**src/rtl/vending_controller.sv**
```systemverilog
// Vending controller: N products, M coin types, per-product stock with
// restock, cancel/refund, payment timeout and handshaked change return.
// Ports:
//   clk, reset (async, active-high)
//   sel_valid/sel_index         product selection strobe
//   coin_valid/coin_index       coin acceptor strobe
//   cancel                      refund request
//   item_dispensed              motor-complete sensor
//   change_ack                  payout unit took the change
//   restock_valid/_index/_qty   add stock to one product
//   lcd_display, status_led     one-hot state indication
//   motor_control               one-hot motor drive
//   credit                      collected credit
//   change_valid/change_amount  change handshake
//   coin_reject                 one-cycle pulse, coin returned
//   stock_empty                 per-product empty flags
module vending_controller #(
   parameter int NUM_PRODUCTS   = 4,
   parameter int NUM_COINS      = 4,
   parameter int CREDIT_W       = 8,
   parameter int STOCK_W        = 4,
   parameter logic [NUM_PRODUCTS*CREDIT_W-1:0] PRICE_LIST =
      {8'd150, 8'd100, 8'd75, 8'd50},
   parameter logic [NUM_COINS*CREDIT_W-1:0] COIN_LIST =
      {8'd100, 8'd50, 8'd20, 8'd10},
   parameter int TIMEOUT_CYCLES = 1000,
   parameter int INIT_STOCK     = 5,
   localparam int PIW = (NUM_PRODUCTS > 1) ? $clog2(NUM_PRODUCTS) : 1,
   localparam int CIW = (NUM_COINS > 1) ? $clog2(NUM_COINS) : 1
) (
   input  logic                    clk,
   input  logic                    reset,
   input  logic                    sel_valid,
   input  logic [PIW-1:0]          sel_index,
   input  logic                    coin_valid,
   input  logic [CIW-1:0]          coin_index,
   input  logic                    cancel,
   input  logic                    item_dispensed,
   input  logic                    change_ack,
   input  logic                    restock_valid,
   input  logic [PIW-1:0]          restock_index,
   input  logic [STOCK_W-1:0]      restock_qty,
   output logic [7:0]              lcd_display,
   output logic [NUM_PRODUCTS-1:0] motor_control,
   output logic [3:0]              status_led,
   output logic [CREDIT_W-1:0]     credit,
   output logic                    change_valid,
   output logic [CREDIT_W-1:0]     change_amount,
   output logic                    coin_reject,
   output logic [NUM_PRODUCTS-1:0] stock_empty
);

   localparam int TW = $clog2(TIMEOUT_CYCLES + 1);
   localparam logic [CREDIT_W-1:0] CMAX = '1;
   localparam logic [STOCK_W:0] SMAX = {1'b0, {STOCK_W{1'b1}}};

   typedef enum logic [2:0] {
      S_IDLE, S_PAY, S_DISP, S_CHG, S_ERR
   } state_t;

   state_t              state_q, state_d;
   logic [CREDIT_W-1:0] credit_q, credit_d;
   logic [PIW-1:0]      idx_q, idx_d;
   logic [TW-1:0]       tmo_q, tmo_d;
   logic [3:0]          err_q, err_d;
   logic [CREDIT_W-1:0] chg_q, chg_d;
   logic                rej_q, rej_d;
   logic [STOCK_W-1:0]  stock_q [NUM_PRODUCTS];
   logic [STOCK_W-1:0]  stock_d [NUM_PRODUCTS];

   logic [CREDIT_W-1:0] price, coin_val, coin_sum, pay_credit;
   logic [CREDIT_W:0]   sum_w;
   logic [STOCK_W-1:0]  sel_stock;
   logic                coin_hit, sel_hit, coin_acc;

   // Table lookups as loops so out-of-range indices never
   // part-select past the end of the packed lists.
   always_comb begin
      price     = '0;
      coin_val  = '0;
      coin_hit  = 1'b0;
      sel_hit   = 1'b0;
      sel_stock = '0;
      for (int i = 0; i < NUM_PRODUCTS; i++) begin
         if (idx_q == PIW'(i))
            price = PRICE_LIST[i*CREDIT_W +: CREDIT_W];
         if (sel_index == PIW'(i)) begin
            sel_hit   = 1'b1;
            sel_stock = stock_q[i];
         end
      end
      for (int i = 0; i < NUM_COINS; i++) begin
         if (coin_index == CIW'(i)) begin
            coin_hit = 1'b1;
            coin_val = COIN_LIST[i*CREDIT_W +: CREDIT_W];
         end
      end
   end

   assign sum_w    = {1'b0, credit_q} + {1'b0, coin_val};
   assign coin_sum = sum_w[CREDIT_W] ? CMAX : sum_w[CREDIT_W-1:0];
   assign coin_acc = coin_valid && coin_hit;
   assign pay_credit = coin_acc ? coin_sum : credit_q;

   // Stock: restock and dispense may hit the same product in one
   // cycle; both apply, then the result saturates.
   always_comb begin
      logic [STOCK_W:0] s;
      for (int i = 0; i < NUM_PRODUCTS; i++) begin
         s = {1'b0, stock_q[i]};
         if (restock_valid && restock_index == PIW'(i))
            s = s + {1'b0, restock_qty};
         if (state_q == S_DISP && item_dispensed &&
             idx_q == PIW'(i) && s != '0)
            s = s - 1'b1;
         if (s > SMAX)
            s = SMAX;
         stock_d[i] = s[STOCK_W-1:0];
      end
   end

   always_comb begin
      state_d  = state_q;
      credit_d = credit_q;
      idx_d    = idx_q;
      tmo_d    = tmo_q;
      err_d    = err_q;
      chg_d    = chg_q;
      rej_d    = coin_valid && !(state_q == S_PAY && coin_hit);
      unique case (state_q)
         S_IDLE: begin
            if (sel_valid) begin
               if (sel_hit && sel_stock != '0) begin
                  state_d = S_PAY;
                  idx_d   = sel_index;
                  tmo_d   = '0;
               end else begin
                  state_d = S_ERR;
                  err_d   = '0;
               end
            end
         end
         S_ERR: begin
            if (err_q == 4'd15)
               state_d = S_IDLE;
            else
               err_d = err_q + 4'd1;
         end
         S_PAY: begin
            // Priority: cancel, then the price check on the
            // registered credit, then coin, then idle timeout.
            if (cancel) begin
               credit_d = pay_credit;
               if (pay_credit == '0) begin
                  state_d = S_IDLE;
               end else begin
                  state_d = S_CHG;
                  chg_d   = pay_credit;
               end
            end else if (credit_q >= price) begin
               state_d  = S_DISP;
               credit_d = pay_credit;
            end else if (coin_acc) begin
               credit_d = pay_credit;
               tmo_d    = '0;
            end else if (tmo_q == TW'(TIMEOUT_CYCLES - 1)) begin
               if (credit_q == '0) begin
                  state_d = S_IDLE;
               end else begin
                  state_d = S_CHG;
                  chg_d   = credit_q;
               end
            end else begin
               tmo_d = tmo_q + 1'b1;
            end
         end
         S_DISP: begin
            if (item_dispensed) begin
               credit_d = '0;
               if (credit_q != price) begin
                  state_d = S_CHG;
                  chg_d   = credit_q - price;
               end else begin
                  state_d = S_IDLE;
               end
            end
         end
         S_CHG: begin
            if (change_ack) begin
               state_d  = S_IDLE;
               credit_d = '0;
               chg_d    = '0;
            end
         end
         default: state_d = S_IDLE;
      endcase
   end

   always_ff @(posedge clk or posedge reset) begin
      if (reset) begin
         state_q  <= S_IDLE;
         credit_q <= '0;
         idx_q    <= '0;
         tmo_q    <= '0;
         err_q    <= '0;
         chg_q    <= '0;
         rej_q    <= 1'b0;
         for (int i = 0; i < NUM_PRODUCTS; i++)
            stock_q[i] <= STOCK_W'(INIT_STOCK);
      end else begin
         state_q  <= state_d;
         credit_q <= credit_d;
         idx_q    <= idx_d;
         tmo_q    <= tmo_d;
         err_q    <= err_d;
         chg_q    <= chg_d;
         rej_q    <= rej_d;
         for (int i = 0; i < NUM_PRODUCTS; i++)
            stock_q[i] <= stock_d[i];
      end
   end

   always_comb begin
      lcd_display   = 8'h01;
      status_led    = 4'b0000;
      motor_control = '0;
      unique case (state_q)
         S_IDLE: begin
            lcd_display = 8'h01;
            status_led  = 4'b0000;
         end
         S_PAY: begin
            lcd_display = 8'h04;
            status_led  = 4'b0010;
         end
         S_DISP: begin
            lcd_display = 8'h08;
            status_led  = 4'b0100;
            motor_control[idx_q] = 1'b1;
         end
         S_CHG: begin
            lcd_display = 8'h20;
            status_led  = 4'b0001;
         end
         S_ERR: begin
            lcd_display = 8'h10;
            status_led  = 4'b1000;
         end
         default: begin
            lcd_display = 8'h01;
            status_led  = 4'b0000;
         end
      endcase
      for (int i = 0; i < NUM_PRODUCTS; i++)
         stock_empty[i] = (stock_q[i] == '0);
   end

   assign credit        = credit_q;
   assign change_valid  = (state_q == S_CHG);
   assign change_amount = chg_q;
   assign coin_reject   = rej_q;

endmodule

```
**config.mk**
```make
export PLATFORM = sky130hd
export DESIGN_NAME = vending_controller
export DESIGN_NICKNAME = d
export VERILOG_FILES = /design/src/rtl/vending_controller.sv
export SDC_FILE = /design/constraint.sdc
export NUM_CORES = 1
export LEC_CHECK = 0
export ABC_AREA = 0
export CORE_UTILIZATION = 53
export CTS_BUF_LIST = sky130_fd_sc_hd__clkbuf_4
export CTS_CLUSTER_SIZE = 28
export DETAILED_ROUTE_END_ITERATION = 12
export PLACE_DENSITY = 0.76
export SETUP_SLACK_MARGIN = 0.2
export SYNTH_ARGS = -nofsm -noshare
export SYNTH_HDL_FRONTEND = slang
export SYNTH_SLANG_ARGS = --single-unit
```
**constraint.sdc**
```tcl
create_clock -name clk -period 4.46 [get_ports clk]
set_input_delay 0.446 -clock clk [delete_from_list [all_inputs] [get_ports clk]]
set_output_delay 0.446 -clock clk [all_outputs]
set_load 0.02 [all_outputs]
```
# ---- After elaboration in Yosys (flattened, before gate mapping)
# Index checks and enable logic that the tools add are counted.
dict set report totals {
  regBits 52
  latchBits 0
  mem_bits_rw 0
  mem_bits_ro 0
  inputBits 18
  mem_count 0
}
dict set report classes {
  add_sub_neg 12
  mul 0
  n_div 0
  n_lt_le_gt_ge 7
  n_eq_ne 38
  shifts 0
  mux 78
  bitwise_logic 0
  reduce_logical 44
}
# op n
set ops {}
lappend ops {{$mux 8} 20}
lappend ops {{$mux 10} 6}
lappend ops {{$mux 4} 13}
lappend ops {{$pmux 8 s3} 2}
lappend ops {{$mux 5} 8}
lappend ops {{$mux 3} 9}
lappend ops {{$pmux 6 s4} 1}
lappend ops {{$add 4x4->5} 4}
lappend ops {{$gt 5x4->1 const B} 4}
lappend ops {{$pmux 10 s2} 1}
lappend ops {{$reduce_bool 5->1} 4}
lappend ops {{$sub 5x1->5 const B} 4}
lappend ops {{$logic_and 1x1->1} 18}
lappend ops {{$ne 2x2->1 const B} 9}
lappend ops {{$eq 2x2->1 const B} 8}
lappend ops {{$logic_not 4->1} 4}
lappend ops {{$logic_not 8->1} 2}
lappend ops {{$pmux 4 s4} 1}
lappend ops {{$ne 3x3->1 const B} 5}
lappend ops {{$pmux 3 s5} 1}
lappend ops {{$reduce_and 6->1} 2}
lappend ops {{$add 10x1->10 const B} 1}
lappend ops {{$eq 10x10->1 const B} 1}
lappend ops {{$add 8x8->9} 1}
lappend ops {{30 further kinds} 50}

# ---- Depth between registers and ports, before layout
dict set report logic_depth {
  word_depth 12
  depth_mapped 12
  ltp_nobuf 11
}

# ---- Least setup slack after synthesis
# Ideal clock, no wire load.
dict set report synth_path {
  kind {in2reg}
  startpoint {input coin_index[0]}
  endpoint {register chg_q[0], in the netlist change_amount[0]}
  setup_ps 125
  arrival_time_ps 2986
  t_required_ps 4335
  slack_ps 1349
  stages 11
  path_buffers 0
  path_cell_list {inv_1 > ha_1 > or2_2 > ha_1 > a21o_1 > a22oi_2 > a2bb2oi_2 > a2111oi_4 > nand3_2 > o211ai_4 > mux2_2}
}
dict set report synth_between {
  elab_chain_len 11
  word_cells_on_any_way 23
}
# item line
set synth_lines {}
lappend synth_lines {{start: declaration} 36} ;# input logic [CIW-1:0] coin_index,
lappend synth_lines {{$logic_not 2->1} 93} ;# if (coin_index == CIW'(i)) begin
lappend synth_lines {{$mux 4} 93}
lappend synth_lines {{$mux 8 (3 in a row)} 93}
lappend synth_lines {{$add 8x8->9} 100} ;# assign sum_w = {1'b0, credit_q} + {1'b0, coin_val};
lappend synth_lines {{$mux 8} 101} ;# assign coin_sum = sum_w[CREDIT_W] ? CMAX : sum_w[CREDIT_W-1:0];
lappend synth_lines {{$mux 8} 103} ;# assign pay_credit = coin_acc ? coin_sum : credit_q;
lappend synth_lines {{$logic_not 8->1 or $mux 8 (tied branches)} 154} ;# if (pay_credit == '0) begin
lappend synth_lines {{$ne 3x3->1 (no line) or $mux 8 (tied branches)} n/a}
lappend synth_lines {{$reduce_and 9->1 (no line) or $pmux 8 s3 (tied branches)} n/a}
lappend synth_lines {{end signal: assignment} 216} ;# chg_q <= chg_d;
lappend synth_lines {{end: declaration} 66} ;# logic [CREDIT_W-1:0] chg_q, chg_d;
# Several ways; a longest one is shown, not always the timed one. The select of a mux whose other input is x is not followed.
# A chain may end at the register's enable or synchronous reset.

# ---- Worst setup path in the final report
dict set report layout_path {
  startpoint {input coin_index[0]}
  endpoint {register chg_q[7], in the netlist change_amount[7]}
}
# Same word-level chain as after synthesis.

==> results.py <==
metrics = {
    "setup_path": {
        "critical_path.slowest_cell": "clkdlybuf4s50_1",
        "critPathArrivalTime_ns": 3.90,
        "crit_path_end_kind": "register",
        "path_common_cell": "ha_1",
        "crit_type": "in2reg",
        "path_cells": "clkdlybuf4s50_1 > inv_1 > ha_1 > or2_2 > ha_1 > a21o_1 > a31oi_1 > nand3_1 > o31ai_1 > nand2_1 > o211ai_4 > mux2_2",
        "crit_fanout": 8,
        "start_kind": "primary input",
        "max_stage_delay_ns": 0.57,
        "cp.required_ns": 4.74,
        "rr_worst_depth": 11,
    },
    "floorplan": {
        "ios": 56,
        "die-width_um": 95.5,
        "dieHeight_um": 95.5,
        "start_util": 0.556,
        "die-area_sq_um": 9130,
        "coreArea_sq_um": 8340,
        "rows": 33,
    },
    "sta": {
        "timing.final.crit_share": 0.812,
        "finalCriticalPeriod_ns": 3.62,
        "worst_slew_pin_slew_ns": 0.777,
        "maxSlewHeadroom": 0.481,
        "drv_slew": 0,
        "rsz0062_at_grt": "no",
        "final-setup-viol-count": 0,
        "final_hold_viol_count": 0,
        "max_clock_freq_ghz": 0.276,
        "fin_tns_setup_ns": 0,
        "fin_skew_ns": 0.0142,
        "whs_ns": 0.508,
    },
    "power_and_ir_drop": {
        "p_sw_w": 0.00166,
        "p_sw_frac": 0.480,
        "pwr-share-seq": 0.257,
        "p_int_w": 0.00180,
        "p_total_w": 0.00346,
        "clkPwrFrac": 0.081,
        "comb_power_share": 0.662,
        "p_per_area_nw_per_um2": 656,
        "max-vdd-ir-drop_mv": 0.297,
        "p_leak_nw": 2.37,
    },
    "clock_network": {
        "htree_levels": 2,
        "clockBufferDepth": 2,
        "path_clk_slew_ns": 0.15,
        "tritoncts": "yes",
        "insertion_delay_ns": 0.38,
        "cts_sinks": 52,
        "numCtsBuffers": 5,
        "cts_hold_buf": 0,
        "post_cts_buffers": 0,
        "cts_root_buf": "clkbuf_4",
        "cts_resized": 0,
    },
    "detailed_routing": {
        "drt_iter0_drc": 191,
        "wl_per_cell_um": 17.0,
        "drc": 0,
        "num_vias": 4112,
        "viasPerCell": 6.07,
        "ant_nets": 0,
        "finalWirelength_mm": 11.5,
        "dr.pass1.iters": 7,
    },
    "synthesis": {
        "synth_top_area_frac": 0.237,
        "ys_warn_count": 0,
        "yosysTopAreaCell": "dfrtp_1",
        "synthDistinctLibCells": 70,
        "synth_top_flop_cell": "dfrtp_1",
        "ys_seq_elements": 52,
        "syn_area_per_cell_sq_um": 8.83,
        "syn_area_sq_um": 4640,
        "seq_area_frac_synth": 0.283,
        "synth_edf_count": 0,
        "synthCells": 525,
        "synth_area_leaders": "dfrtp_1 24%, ha_1 12%, o21ai_0 5.3%",
        "synthArstFlopShare": 1.00,
    },
    "grt": {
        "grt_antenna_before_repair": 0,
        "grt_pass1_wl_mm": 18.6,
        "grt_pass1_vias": 3865,
        "grt_overflow_total": 0,
        "track_usage": 0.261,
        "grt_start_max_net_pins": 53,
    },
    "placement": {
        "hpwl_mm": 8.84,
        "gp_congestion": 0.884,
        "io_buffers": 52,
    },
    "flow_run": {
        "maxCapViolCount": 0,
    },
    "final_layout": {
        "seq_area_sq_um": 1310,
        "multi_input_area_sq_um": 3090,
        "filler_cell_count": 704,
        "nNetsFinal": 639,
        "final_layout_size_suffix_gt1_frac": 0.0874,
        "area_delta_synth_final_pct": 13.7,
        "finalCoreUtilization": 0.632,
        "n_antenna_cell": 0,
    },
    "worst_hold_path": {
        "hold_depth": 1,
        "hp-class": "reg2reg",
    },
    "run_status": {
        "outcome": "complete, no violations",
    },
}
## per-stage QoR
stage / setup slack, ns / instances / area (sq um)
after floorplan: 1.35 / 527 / 4640
after global placement: 0.552 / 669 / 5190
after detailed placement: 0.448 / 669 / 5190
after CTS: 0.852 / 677 / 5270
after global routing: 0.597 / 677 / 5270
final: 0.837 / 677 / 5270
## metal layers
layer	up-vias	track usage	routed length (um)
met1	1998	0.345	5230
met5	-	0	0
met4	0	0.0547	115
li1	1990	-	-
met2	112	0.457	5600
met3	12	0.0303	540
## synthesized netlist by cell type (3+ instances only)
cell	instances
o21a_1	4
inv_1	34
nor3_1	7
xor2_1	10
dfstp_2	8
nor2b_1	8
o31ai_1	5
and2_1	13
a21boi_0	5
nand2b_1	11
a21oi_1	27
fa_1	6
clkbuf_1	3
ha_1	44
a31oi_1	5
nor2_1	36
mux2i_1	17
nand2_1	39
nand3b_1	3
nor4_1	5
nand4_1	14
buf_4	9
o22ai_1	3
or2_2	3
o21ai_0	49
a21o_1	8
and3_1	12
nand3_1	11
or3_1	7
dfrtp_1	44
mux2_2	11
xnor2_1	8
nor3b_1	6
## sequential cells by signal (all words and copies together), names as in the netlist
signal	cells
change_amount	8
coin_reject	1
credit	8
err_q	4
idx_q	2
state_q	3
stock_q	16
tmo_q	10
## layout by cell type (no fill, tap or decap), types with 3 or more instances in the layout
cell type,count
nor3b_1,6
dfstp_2,8
and3_1,12
xor2_1,10
o21a_1,4
nand2_1,39
nor2b_1,8
o21ai_0,49
or2_2,3
nand3_1,11
nand4_1,14
or3_1,7
nand3b_1,3
ha_1,44
xnor2_1,8
mux2i_1,17
clkdlybuf4s50_1,52
nor4_1,5
o31ai_1,5
nor3_1,7
o22ai_1,3
conb_1,3
a21o_1,8
inv_1,33
nor2_1,36
a21boi_0,5
fa_1,6
mux2_2,11
a31oi_1,5
and2_1,13
clkbuf_4,6
dfrtp_1,44
a21oi_1,27
nand2b_1,11
## logic make-up after synthesis
family / Yosys count / synth area share
flops: 52 / 0.283
mux: 29 / 0.0683
xor+xnor: 18 / 0.0340
buf+inv: 51 / 0.0523
compound gates: 137 / 0.200
other cells: 1 / 0.000809
fa+ha+maj: 50 / 0.145
simple gates: 187 / 0.217
## worst max-delay path: cells and delay by family
family / cells / cell delay [ns]
AOI/OAI and AO/OA: 4 / 1.20
adders and majority gates: 2 / 0.55
buffers and inverters: 2 / 0.70
muxes: 1 / 0.39
and+or+nand+nor: 3 / 0.61
## layout make-up
class,count,area share
multi-input combinational,424,0.586
sequential,52,0.249
timing repair buffer,53,0.100
inverter,35,0.0249
tap,105,0.0249
clock buffer,6,0.00854
clock inverter,2,0.00664
## power groups by stage
stage	clock network, W	registers, W	logic (W)
after floorplan	0	0.000883	0.00164
after global placement	0	0.000887	0.00219
after detailed placement	0	0.000894	0.00226
after CTS	0.000284	0.000884	0.00228
after global routing	0.000305	0.000916	0.00254
final	0.000282	0.000888	0.00229
## path summary, 6_finish.rpt
kind | from | endpoint | slack [ns]
hold / removal | tmo_q[9] | tmo_q[9] | 0.51
max in group asynchronous | reset | change_amount[6] | 3.46
min in group asynchronous | reset | stock_q[1] | 0.52
setup reg to reg | idx_q[1] | tmo_q[9] | 1.18
hold reg to reg | tmo_q[9] | tmo_q[9] | 0.51
setup / recovery | coin_index[0] | change_amount[7] | 0.84
No activity file was read; power rests on OpenSTA's default activity.
